==> config.mk <==
export PLATFORM = sky130hd
export DESIGN_NAME = controller
export DESIGN_NICKNAME = d
export VERILOG_FILES = /design/src/rtl/controller.sv
export SDC_FILE = /design/constraint.sdc
export NUM_CORES = 1
export LEC_CHECK = 0
export BUFFER_PORTS_ARGS = -buffer_cell sky130_fd_sc_hd__buf_2
export CORE_ASPECT_RATIO = 1.25
export CORE_MARGIN = 10
export CORE_UTILIZATION = 51
export DETAILED_ROUTE_END_ITERATION = 10
export PLACE_DENSITY = 0.88
export SYNTH_ARGS = -nofsm -noshare
export SYNTH_HDL_FRONTEND = slang
export SYNTH_SLANG_ARGS = --single-unit
export TNS_END_PERCENT = 30
==> constraint.sdc <==
create_clock -name clk -period 3 [get_ports clk]
set_input_delay 0.45 -clock clk [delete_from_list [all_inputs] [get_ports clk]]
set_output_delay 0.45 -clock clk [all_outputs]
set_load 0.03 [all_outputs]
==> src/rtl/controller.sv <==
// Multicycle control FSM for the 16-bit datapath, driving register, ALU, PC and memory controls.
// Latency: 3 to 6 cycles per instruction; outputs are registered and valid the cycle the state is entered.
// Backpressure: none; the FSM advances every cycle, and reset aborts any instruction in progress.
module controller #(
  parameter int WIDTH         = 16,
  parameter int ALU_CONT_BITS = 5
) (
  input  logic                     clk,
  input  logic                     reset,
  input  logic [WIDTH-1:0]         instruction,
  input  logic [WIDTH-1:0]         psr_flags,
  output logic                     reg_write,
  output logic                     pc_en,
  output logic                     alu_A_src,
  output logic                     alu_B_src,
  output logic                     pc_src,
  output logic                     reg_write_src,
  output logic [ALU_CONT_BITS-1:0] alu_cont,
  output logic                     psr_en,
  output logic                     ir_load,
  output logic                     mem_read,
  output logic                     mem_write,
  output logic [1:0]               mem_addr_src
);

  typedef enum logic [3:0] {
    S_FETCH, S_DECODE, S_EXEC_R, S_EXEC_I, S_WB, S_LOAD_RD, S_LOAD_WAIT,
    S_LOAD_WB, S_STORE, S_BRANCH, S_JUMP, S_PC_INC
  } state_t;

  localparam logic [ALU_CONT_BITS-1:0] ALU_ADD   = ALU_CONT_BITS'(0);
  localparam logic [ALU_CONT_BITS-1:0] ALU_SUB   = ALU_CONT_BITS'(1);
  localparam logic [ALU_CONT_BITS-1:0] ALU_AND   = ALU_CONT_BITS'(2);
  localparam logic [ALU_CONT_BITS-1:0] ALU_OR    = ALU_CONT_BITS'(3);
  localparam logic [ALU_CONT_BITS-1:0] ALU_XOR   = ALU_CONT_BITS'(4);
  localparam logic [ALU_CONT_BITS-1:0] ALU_PASSB = ALU_CONT_BITS'(5);
  localparam logic [ALU_CONT_BITS-1:0] ALU_INC   = ALU_CONT_BITS'(6);

  // ALU operation code: R-type carries it in ext, I-type in op.
  function automatic logic code_valid(input logic [3:0] c);
    case (c)
      4'b0101, 4'b1001, 4'b0001, 4'b0010, 4'b0011, 4'b1011, 4'b1101: return 1'b1;
      default: return 1'b0;
    endcase
  endfunction

  function automatic logic [ALU_CONT_BITS-1:0] code_alu(input logic [3:0] c);
    case (c)
      4'b0101: return ALU_ADD;
      4'b1001, 4'b1011: return ALU_SUB;  // CMP is a SUB without writeback
      4'b0001: return ALU_AND;
      4'b0010: return ALU_OR;
      4'b0011: return ALU_XOR;
      4'b1101: return ALU_PASSB;
      default: return ALU_ADD;
    endcase
  endfunction

  function automatic logic code_sets_flags(input logic [3:0] c);
    return (c == 4'b0101) || (c == 4'b1001) || (c == 4'b1011);
  endfunction

  state_t           state, nxt;
  logic [WIDTH-1:0] ir;
  logic             armed;  // low for the first cycle after reset so FETCH is held once with live outputs
  logic [WIDTH-1:0] cur_ins;
  logic [3:0]       op, ext, cond, alu_code;
  logic             taken;

  logic                     n_reg_write, n_pc_en, n_alu_A_src, n_alu_B_src, n_pc_src;
  logic                     n_reg_write_src, n_psr_en, n_ir_load, n_mem_read, n_mem_write;
  logic [ALU_CONT_BITS-1:0] n_alu_cont;
  logic [1:0]               n_mem_addr_src;

  logic unused_bits;
  assign unused_bits = ^{psr_flags[WIDTH-1:7], psr_flags[5:0], cur_ins[3:0]};

  // Next state and the control vector of that state, decoded from the live bus in DECODE and from the copy afterwards.
  always_comb begin
    cur_ins  = (state == S_DECODE) ? instruction : ir;
    op       = cur_ins[15:12];
    ext      = cur_ins[7:4];
    cond     = cur_ins[11:8];
    alu_code = (op == 4'b0000) ? ext : op;
    taken    = ((cond == 4'b0000) &&  psr_flags[6]) ||
               ((cond == 4'b0001) && !psr_flags[6]) ||
                (cond == 4'b1110);

    nxt = S_FETCH;
    case (state)
      S_FETCH:  nxt = S_DECODE;
      S_DECODE: begin
        nxt = S_PC_INC;
        if (op == 4'b0000 && code_valid(ext))      nxt = S_EXEC_R;
        else if (op != 4'b0000 && code_valid(op)) nxt = S_EXEC_I;
        else if (op == 4'b0100) begin
          if (ext == 4'b0000)      nxt = S_LOAD_RD;
          else if (ext == 4'b0100) nxt = S_STORE;
          else if (ext == 4'b1100) nxt = S_JUMP;
        end else if (op == 4'b1100) nxt = S_BRANCH;
      end
      S_EXEC_R, S_EXEC_I: nxt = (alu_code == 4'b1011) ? S_PC_INC : S_WB;
      S_WB:        nxt = S_PC_INC;
      S_LOAD_RD:   nxt = S_LOAD_WAIT;
      S_LOAD_WAIT: nxt = S_LOAD_WB;
      S_LOAD_WB:   nxt = S_PC_INC;
      S_STORE:     nxt = S_PC_INC;
      default:     nxt = S_FETCH;  // BRANCH, JUMP, PC_INC
    endcase
    if (!armed) nxt = S_FETCH;

    n_reg_write = 1'b0; n_pc_en = 1'b0; n_alu_A_src = 1'b0; n_alu_B_src = 1'b0;
    n_pc_src = 1'b0; n_reg_write_src = 1'b0; n_alu_cont = ALU_ADD; n_psr_en = 1'b0;
    n_ir_load = 1'b0; n_mem_read = 1'b0; n_mem_write = 1'b0; n_mem_addr_src = 2'd0;
    case (nxt)
      S_FETCH:  n_mem_read = 1'b1;
      S_DECODE: n_ir_load = 1'b1;
      S_EXEC_R, S_EXEC_I: begin
        n_alu_A_src = 1'b1;
        n_alu_B_src = (nxt == S_EXEC_I);
        n_alu_cont  = code_alu(alu_code);
        n_psr_en    = code_sets_flags(alu_code);
      end
      S_WB:      n_reg_write = 1'b1;
      S_LOAD_RD: begin n_mem_read = 1'b1; n_mem_addr_src = 2'd2; end
      S_LOAD_WB: begin n_reg_write = 1'b1; n_reg_write_src = 1'b1; end
      S_STORE:   begin n_mem_write = 1'b1; n_mem_addr_src = 2'd1; end
      S_BRANCH: begin
        n_pc_en     = 1'b1;
        n_alu_B_src = taken;
        n_alu_cont  = taken ? ALU_ADD : ALU_INC;
      end
      S_JUMP:   begin n_pc_src = 1'b1; n_pc_en = 1'b1; end
      S_PC_INC: begin n_pc_en = 1'b1; n_alu_cont = ALU_INC; end
      default: ;
    endcase
  end

  // State, instruction copy and registered control outputs; reset overrides everything.
  always_ff @(posedge clk) begin
    if (reset) begin
      state <= S_FETCH; ir <= '0; armed <= 1'b0;
      reg_write <= 1'b0; pc_en <= 1'b0; alu_A_src <= 1'b0; alu_B_src <= 1'b0;
      pc_src <= 1'b0; reg_write_src <= 1'b0; alu_cont <= '0; psr_en <= 1'b0;
      ir_load <= 1'b0; mem_read <= 1'b0; mem_write <= 1'b0; mem_addr_src <= 2'd0;
    end else begin
      state <= nxt;
      armed <= 1'b1;
      if (state == S_DECODE) ir <= instruction;
      reg_write <= n_reg_write; pc_en <= n_pc_en; alu_A_src <= n_alu_A_src;
      alu_B_src <= n_alu_B_src; pc_src <= n_pc_src; reg_write_src <= n_reg_write_src;
      alu_cont <= n_alu_cont; psr_en <= n_psr_en; ir_load <= n_ir_load;
      mem_read <= n_mem_read; mem_write <= n_mem_write; mem_addr_src <= n_mem_addr_src;
    end
  end

endmodule

==> results of run 1 <==
==> worst paths after layout <==
kind	startpoint	endpoint	cells past startpoint
max	state[1]	psr_en	6
min	instruction[11]	ir[11]	3
max reg2reg	state[1]	psr_en	6
min reg2reg	ir[11]	ir[11]	2
==> area by class of cell <==
| cell class | instances | area (sq um) |
|---|---|---|
| clock buffer | 6 | 72.6 |
| sequential | 32 | 641 |
| tap | 37 | 46.3 |
| clock inverter | 2 | 35.0 |
| inverter | 8 | 30.0 |
| fill | 293 | 1260 |
| timing repair buffer | 30 | 153 |
| multi-input combinational | 151 | 961 |
==> cell families after synthesis <==
logic type                count (synthesis)
and+or+nand+nor                          88
buffers and inverters                    19
xor gates and xnor gates                  4
DFF                                      32
other                                     1
AOI/OAI and AO/OA                        53
muxes                                     4
==> power by group <==
part           total (W)  switching (W)  internal, W
combinational   0.000177       0.000110    0.0000677
sequential      0.000457      0.0000163     0.000441
clock           0.000403       0.000157     0.000246
total            0.00104       0.000283     0.000755
==> per-layer routing <==
layer	vias up	track usage	share of wire	routed length (um)
met3	9	0.0518	0.057	225
met2	33	0.240	0.50	1990
met4	0	0.0476	0.019	74
li1	794	-	-	-
met5	-	0	0	0
met1	727	0.139	0.42	1660
==> worst max-delay path, delay by kind of cell (launching register included) <==
kind | cells | cell delay (ns)
mux | 1 | 0.35
simple gates | 2 | 0.98
compound gates | 3 | 0.70
flops | 1 | 0.42
==> cell usage after synthesis (4+ instances only) <==
cell	instances
dfxtp_1	32
nand2_1	27
nor2_1	13
a21oi_1	12
inv_1	7
o21ai_0	7
nand3_1	6
nand4_1	6
nor2b_1	6
nor4b_1	6
clkbuf_1	5
nor3_1	5
o211ai_1	5
a22oi_1	4
and3_1	4
==> through the flow <==
step	setup slack, ns	total power (W)	cells	hold WS, ns	utilization
floorplan	0.808	0.000600	202	0.450	-
global route	0.314	0.00109	266	0.412	0.607
detailed placement	0.484	0.000641	258	0.464	0.573
finish	0.470	0.00104	266	0.420	0.607
CTS	0.455	0.00104	266	0.416	0.607
global placement	0.538	0.000637	258	0.461	0.573
==> sequential cells by signal (all words and copies together), names as in the netlist <==
signal and flops:
alu_A_src 1, alu_B_src 1, alu_cont 3, armed 1
ir 12, ir_load 1, mem_addr_src 2, mem_read 1
mem_write 1, pc_en 1, pc_src 1, psr_en 1
reg_write 1, reg_write_src 1, state 4
==> metrics, run 1 <==
Post-DP Area 0.00183 sq mm; Root Buffer clkbuf_8; CTS hold repair buffers 0; first-pass GRT wire length 6910 um; YS warnings 0; Final setup viols 0; clk_lat worst skew 0.28 ns; Ports 51; Worst Setup End Kind register; post-synthesis cell type count 53; status complete, no violations; DR WL/cell 14.9 um; max cap viols 0; Post-CTS Setup Inserts 0; post-route ant nets 0; die width 71.6 um; # DRC 0; GRT Util Overall 0.135; die span in y 84.4 um; Slew Limit Fails 0; Design Area, Final 0.00194 sq mm; R2R Setup Slk 0.47 ns; initial detailed-routing violation count 80; Clock Pin Slew Worst Setup and Hold Paths 0.06 ns; most frequent cells in the layout 32 x dfxtp_1, 29 x buf_2, 27 x nand2_1; RSZ-0062 raised after global routing false; Critical Path RT 3.20 ns; Setup TNS 0 ns; Port Buffers 29; Core Area 0.00319 sq mm; Compound-Gate Fraction of Synth Area 0.227; Longest Clk Path Bufs 2; post_cts resized 0; Post-Syn Instances 201; Simple-Gate Fraction of Synth Area 0.288; layout cell share with drive strength beyond 1 0.205; commonest non-fill, non-tap cell in the layout dfxtp_1; Post-Synth XOR/XNOR Area 0.0207; Starting Density 0.530; Die Area 0.00604 sq mm; Post-Synth Adder-Cell Area 0; Nets 262; GRT overflow 0; crit path cell chain or4b_4, mux2_4, a311oi_2, o211a_1, o2111ai_2, nor3_1; largest family of logic cells by synthesized area simple AND/OR/NAND/NOR gates; CTS Buf Count 5; Peak Freq 0.395 GHz; worst hold path type in -> reg; P per Cell Area 535 mW/mm^2; Yosys top cell by area dfxtp_1; Slowest cell on crit path or4b_4; Synth async-reset ratio 0; synthesis-to-finish area growth 14.4%; largest net degree at the start of global routing 22; vias in the first global route 1,582; Synth Register Bits 32; Worst setup SP type register; Fin. Hold Viols 0; FP Rows 23; htree depth 2; period utilization 0.843; crit-path max cell delay 0.72 ns; actual slew at the worst max-slew pin 0.530 ns; CTS tree done; synth top area cells dfxtp_1 38%, nand2_1 6.0%, a21oi_1 3.5%, nor4b_1 3.1%, nor2_1 2.9%; mux cell area share after synthesis 0.0266; post-synthesis sequential area ratio 0.378; crit path time final 2.53 ns; Leak 0.784 nW; EDFF count, synth 0; Crit Path Max Fanout 21; vias per inst 5.88; Avg Inst Size Synth 8.43 sq um; clock sink count 32; slew margin rel. 0.644; CP Class reg -> reg; DRT Pass-1 Iters 4; hpwl dp 2870 um; initial antenna violation count 0; post-synth top area share 0.378; DRT Wirelength 3950 um; number of diodes 0; vias after detailed routing 1,563; Worst EP arrival 2.73 ns; clock skew 0.00395 ns; final RePlAce weighted congestion 0.911; Top FF cell, synth dfxtp_1; Peak supply drop 0.435 mV; synthesized area 0.00169 sq mm
No activity file was read; power rests on OpenSTA's default activity.
==> run 2: changes to the inputs <==
ABC_AREA = 1   (was unset)
clock period = 2.5 ns   (was 3 ns; I/O delays follow)
==> metrics, run 2 <==
Ports 51 (unchanged); status complete, no violations (unchanged); CP Class reg -> reg (unchanged); FP Rows 23 (unchanged); Top FF cell, synth dfxtp_1 (unchanged); largest net degree at the start of global routing 20 (was 22); initial detailed-routing violation count 82 (was 80); initial antenna violation count 0 (unchanged); vias after detailed routing 1,571 (was 1,563); CTS tree done (unchanged); final hold slack 0.382 ns (was 0.420 ns); Top Registers ir (12), state (4), alu_cont (3) (unchanged); first-pass GRT wire length 6470 um (was 6910 um); max FFs per register 12 (unchanged); Core Area 0.00322 sq mm (was 0.00319 sq mm); Crit Path Max Fanout 8 (was 21); pre-CTS setup slack 0.169 ns (was 0.484 ns); Longest Clk Path Bufs 2 (unchanged); DRT Wirelength 3890 um (was 3950 um); vias per inst 5.12 (was 5.88); Peak supply drop 0.557 mV (was 0.435 mV); crit path time final 2.34 ns (was 2.53 ns); vias in the first global route 1,554 (was 1,582); Synth Register Bits 32 (unchanged); dpl cells 294 (was 258); Worst EP arrival 2.57 ns (was 2.73 ns); Top reg by flops ir (unchanged); RR Startpoint state[0] (was state[1]); HP Start instruction[7] (was instruction[11]); commonest non-fill, non-tap cell in the layout nand2_1 (was dfxtp_1); post-layout worst setup margin 0.159 ns (was 0.470 ns); final RePlAce weighted congestion 0.895 (was 0.911); GRT Util Overall 0.128 (was 0.135); Root Buffer clkbuf_8 (unchanged); WHS Path Cells 3 (unchanged); post-synthesis sequential area ratio 0.371 (was 0.378); Peak Freq 0.427 GHz (was 0.395 GHz); Avg Inst Size Synth 7.47 sq um (was 8.43 sq um); CTS Buf Count 5 (unchanged); Die Area 0.00613 sq mm (was 0.00604 sq mm); clock skew 0.00964 ns (was 0.00395 ns); Port Buffers 29 (unchanged); Clock Pin Slew Worst Setup and Hold Paths 0.07 ns (was 0.06 ns); synthesized area 0.00173 sq mm (was 0.00169 sq mm); Leak 1.02 nW (was 0.784 nW); Layout Cells excl Fill 307 (was 266); final core utilization 0.630 (was 0.607); die span in y 85.1 um (was 84.4 um); clk_lat worst skew 0.29 ns (was 0.28 ns); most common cell in the netlist nand2_1 (was dfxtp_1); Final setup viols 0 (unchanged); Post-Syn Instances 231 (was 201); # fillers 298 (was 293); worst reg2reg path depth 15 (was 6); synth top area cells dfxtp_1 37%, nand2_1 11%, nor2_1 6.5%, nand3_1 5.5%, inv_1 5.0% (was dfxtp_1 38%, nand2_1 6.0%, a21oi_1 3.5%, nor4b_1 3.1%, nor2_1 2.9%); number of diodes 0 (unchanged); Worst setup startpoint state[0] (was state[1]); post-route ant nets 0 (unchanged); worst hold path type in -> reg (unchanged); P per Cell Area 713 mW/mm^2 (was 535 mW/mm^2); period utilization 0.936 (was 0.843); EDFF count, synth 0 (unchanged); post-synthesis cell type count 35 (was 53); clock sink count 32 (unchanged); post-synth top area share 0.371 (was 0.378); R2R Setup Slk 0.16 ns (was 0.47 ns); Fin. Hold Viols 0 (unchanged); Nets 303 (was 262); Worst Setup End Kind register (unchanged); DR WL/cell 12.7 um (was 14.9 um); # DRC 0 (unchanged); die width 72.0 um (was 71.6 um); Yosys top cell by area dfxtp_1 (unchanged); Commonest cells post-synth 49 x nand2_1, 32 x dfxtp_1, 30 x nor2_1, 23 x inv_1, 19 x nand3_1 (was 32 x dfxtp_1, 27 x nand2_1, 13 x nor2_1, 12 x a21oi_1); DRT Pass-1 Iters 4 (unchanged); hpwl dp 2840 um (was 2870 um); worst hold path endpoint ir[7] (was ir[11]); Slew Limit Fails 0 (unchanged); synthesis-to-finish area growth 17.5% (was 14.4%); GRT overflow 0 (unchanged); YS warnings 0 (unchanged); Worst setup SP type register (unchanged); Critical Path RT 2.73 ns (was 3.20 ns); max cap viols 0 (unchanged); Synth async-reset ratio 0 (unchanged); layout cell share with drive strength beyond 1 0.311 (was 0.205); Starting Density 0.536 (was 0.530); reg2reg end alu_B_src (was psr_en); most frequent cells in the layout 48 x nand2_1, 32 x dfxtp_1, 30 x nor2_1 (was 32 x dfxtp_1, 29 x buf_2, 27 x nand2_1); htree depth 2 (unchanged)
==> run 2: cell count changes after synthesis, sizes merged, moves of 4 or more <==
| cell | change |
|---|---|
| o211ai | -5 |
| and3 | -4 |
| nand2 | +31 |
| nand3b | +6 |
| nor4b | -7 |
| nor2 | +26 |
| nand3 | +18 |
| inv | +19 |
| o2111ai | -4 |
| nor2b | -6 |
==> run 2: cell type report <==
cell class / count / area, sq um / area share
Multi-Input combinational cell: 166 / 926 / 0.456
Sequential cell: 32 / 641 / 0.316
Timing Repair Buffer: 37 / 205 / 0.101
Inverter: 27 / 104 / 0.0512
Clock buffer: 6 / 72.6 / 0.0358
Tap cell: 37 / 46.3 / 0.0228
Clock inverter: 2 / 35.0 / 0.0173
==> run 2: worst max-delay path by stage <==
stage | to | slack, ns
after floorplan | alu_B_src | 0.56
after global placement | alu_B_src | 0.25
after detailed placement | alu_B_src | 0.17
after CTS | alu_B_src | 0.16
after global routing | alu_B_src | -0.002
final | alu_B_src | 0.16
==> run 2: repair_timing <==
action | 4_1_cts | 5_1_grt
buffers inserted | 0 | 5
endpoints found under the setup margin | 0 | 6
hold buffers | 0 | 0
gates resized for setup | 0 | 1
==> run 2: worst max-delay path, stage by stage, from the launching register on <==
cell	delay, ns
dfxtp_1	0.39
inv_2	0.06
nor2_4	0.24
buf_4	0.17
nand3b_1	0.07
nand2_1	0.13
nand2_1	0.13
nor2_2	0.15
nor2_4	0.07
nor2_2	0.14
nand3_2	0.12
nand3_2	0.16
nand2_4	0.09
nor2_2	0.12
nand3_1	0.10
a21oi_2	0.15
==> run 2: stage by stage <==
stage          instance area, sq um  total power [W]   TNS, ns
2_1_floorplan                  1730         0.000881         0
3_3_place_gp                   1880         0.000939         0
3_5_place_dp                   1880         0.000951         0
4_1_cts                        1990          0.00144         0
5_1_grt                        2030          0.00152  -0.00190
6_report                       2030          0.00145         0
==> run 2: routing by layer <==
| layer | vias up | GRT usage | share of wire |
|---|---|---|---|
| li1 | 810 | - | - |
| met1 | 722 | 0.121 | 0.40 |
| met2 | 31 | 0.236 | 0.54 |
| met3 | 8 | 0.0338 | 0.038 |
| met4 | 0 | 0.0794 | 0.025 |
| met5 | - | 0 | 0 |
==> run 2: kinds of logic after synthesis <==
| family | after synthesis | synth area share |
|---|---|---|
| other cells | 1 | 0.00217 |
| mux | 2 | 0.0116 |
| buf+inv | 34 | 0.0964 |
| simple gates | 139 | 0.429 |
| compound gates | 22 | 0.0848 |
| flops | 32 | 0.371 |
| xor+xnor | 1 | 0.00507 |
==> run 2: report_power, final <==
part / leakage [nW] / switching [W] / internal (W) / total (W)
clock: 0.0552 / 0.000196 / 0.000295 / 0.000492
sequential: 0.261 / 0.0000167 / 0.000541 / 0.000558
combinational: 0.701 / 0.000263 / 0.000134 / 0.000397
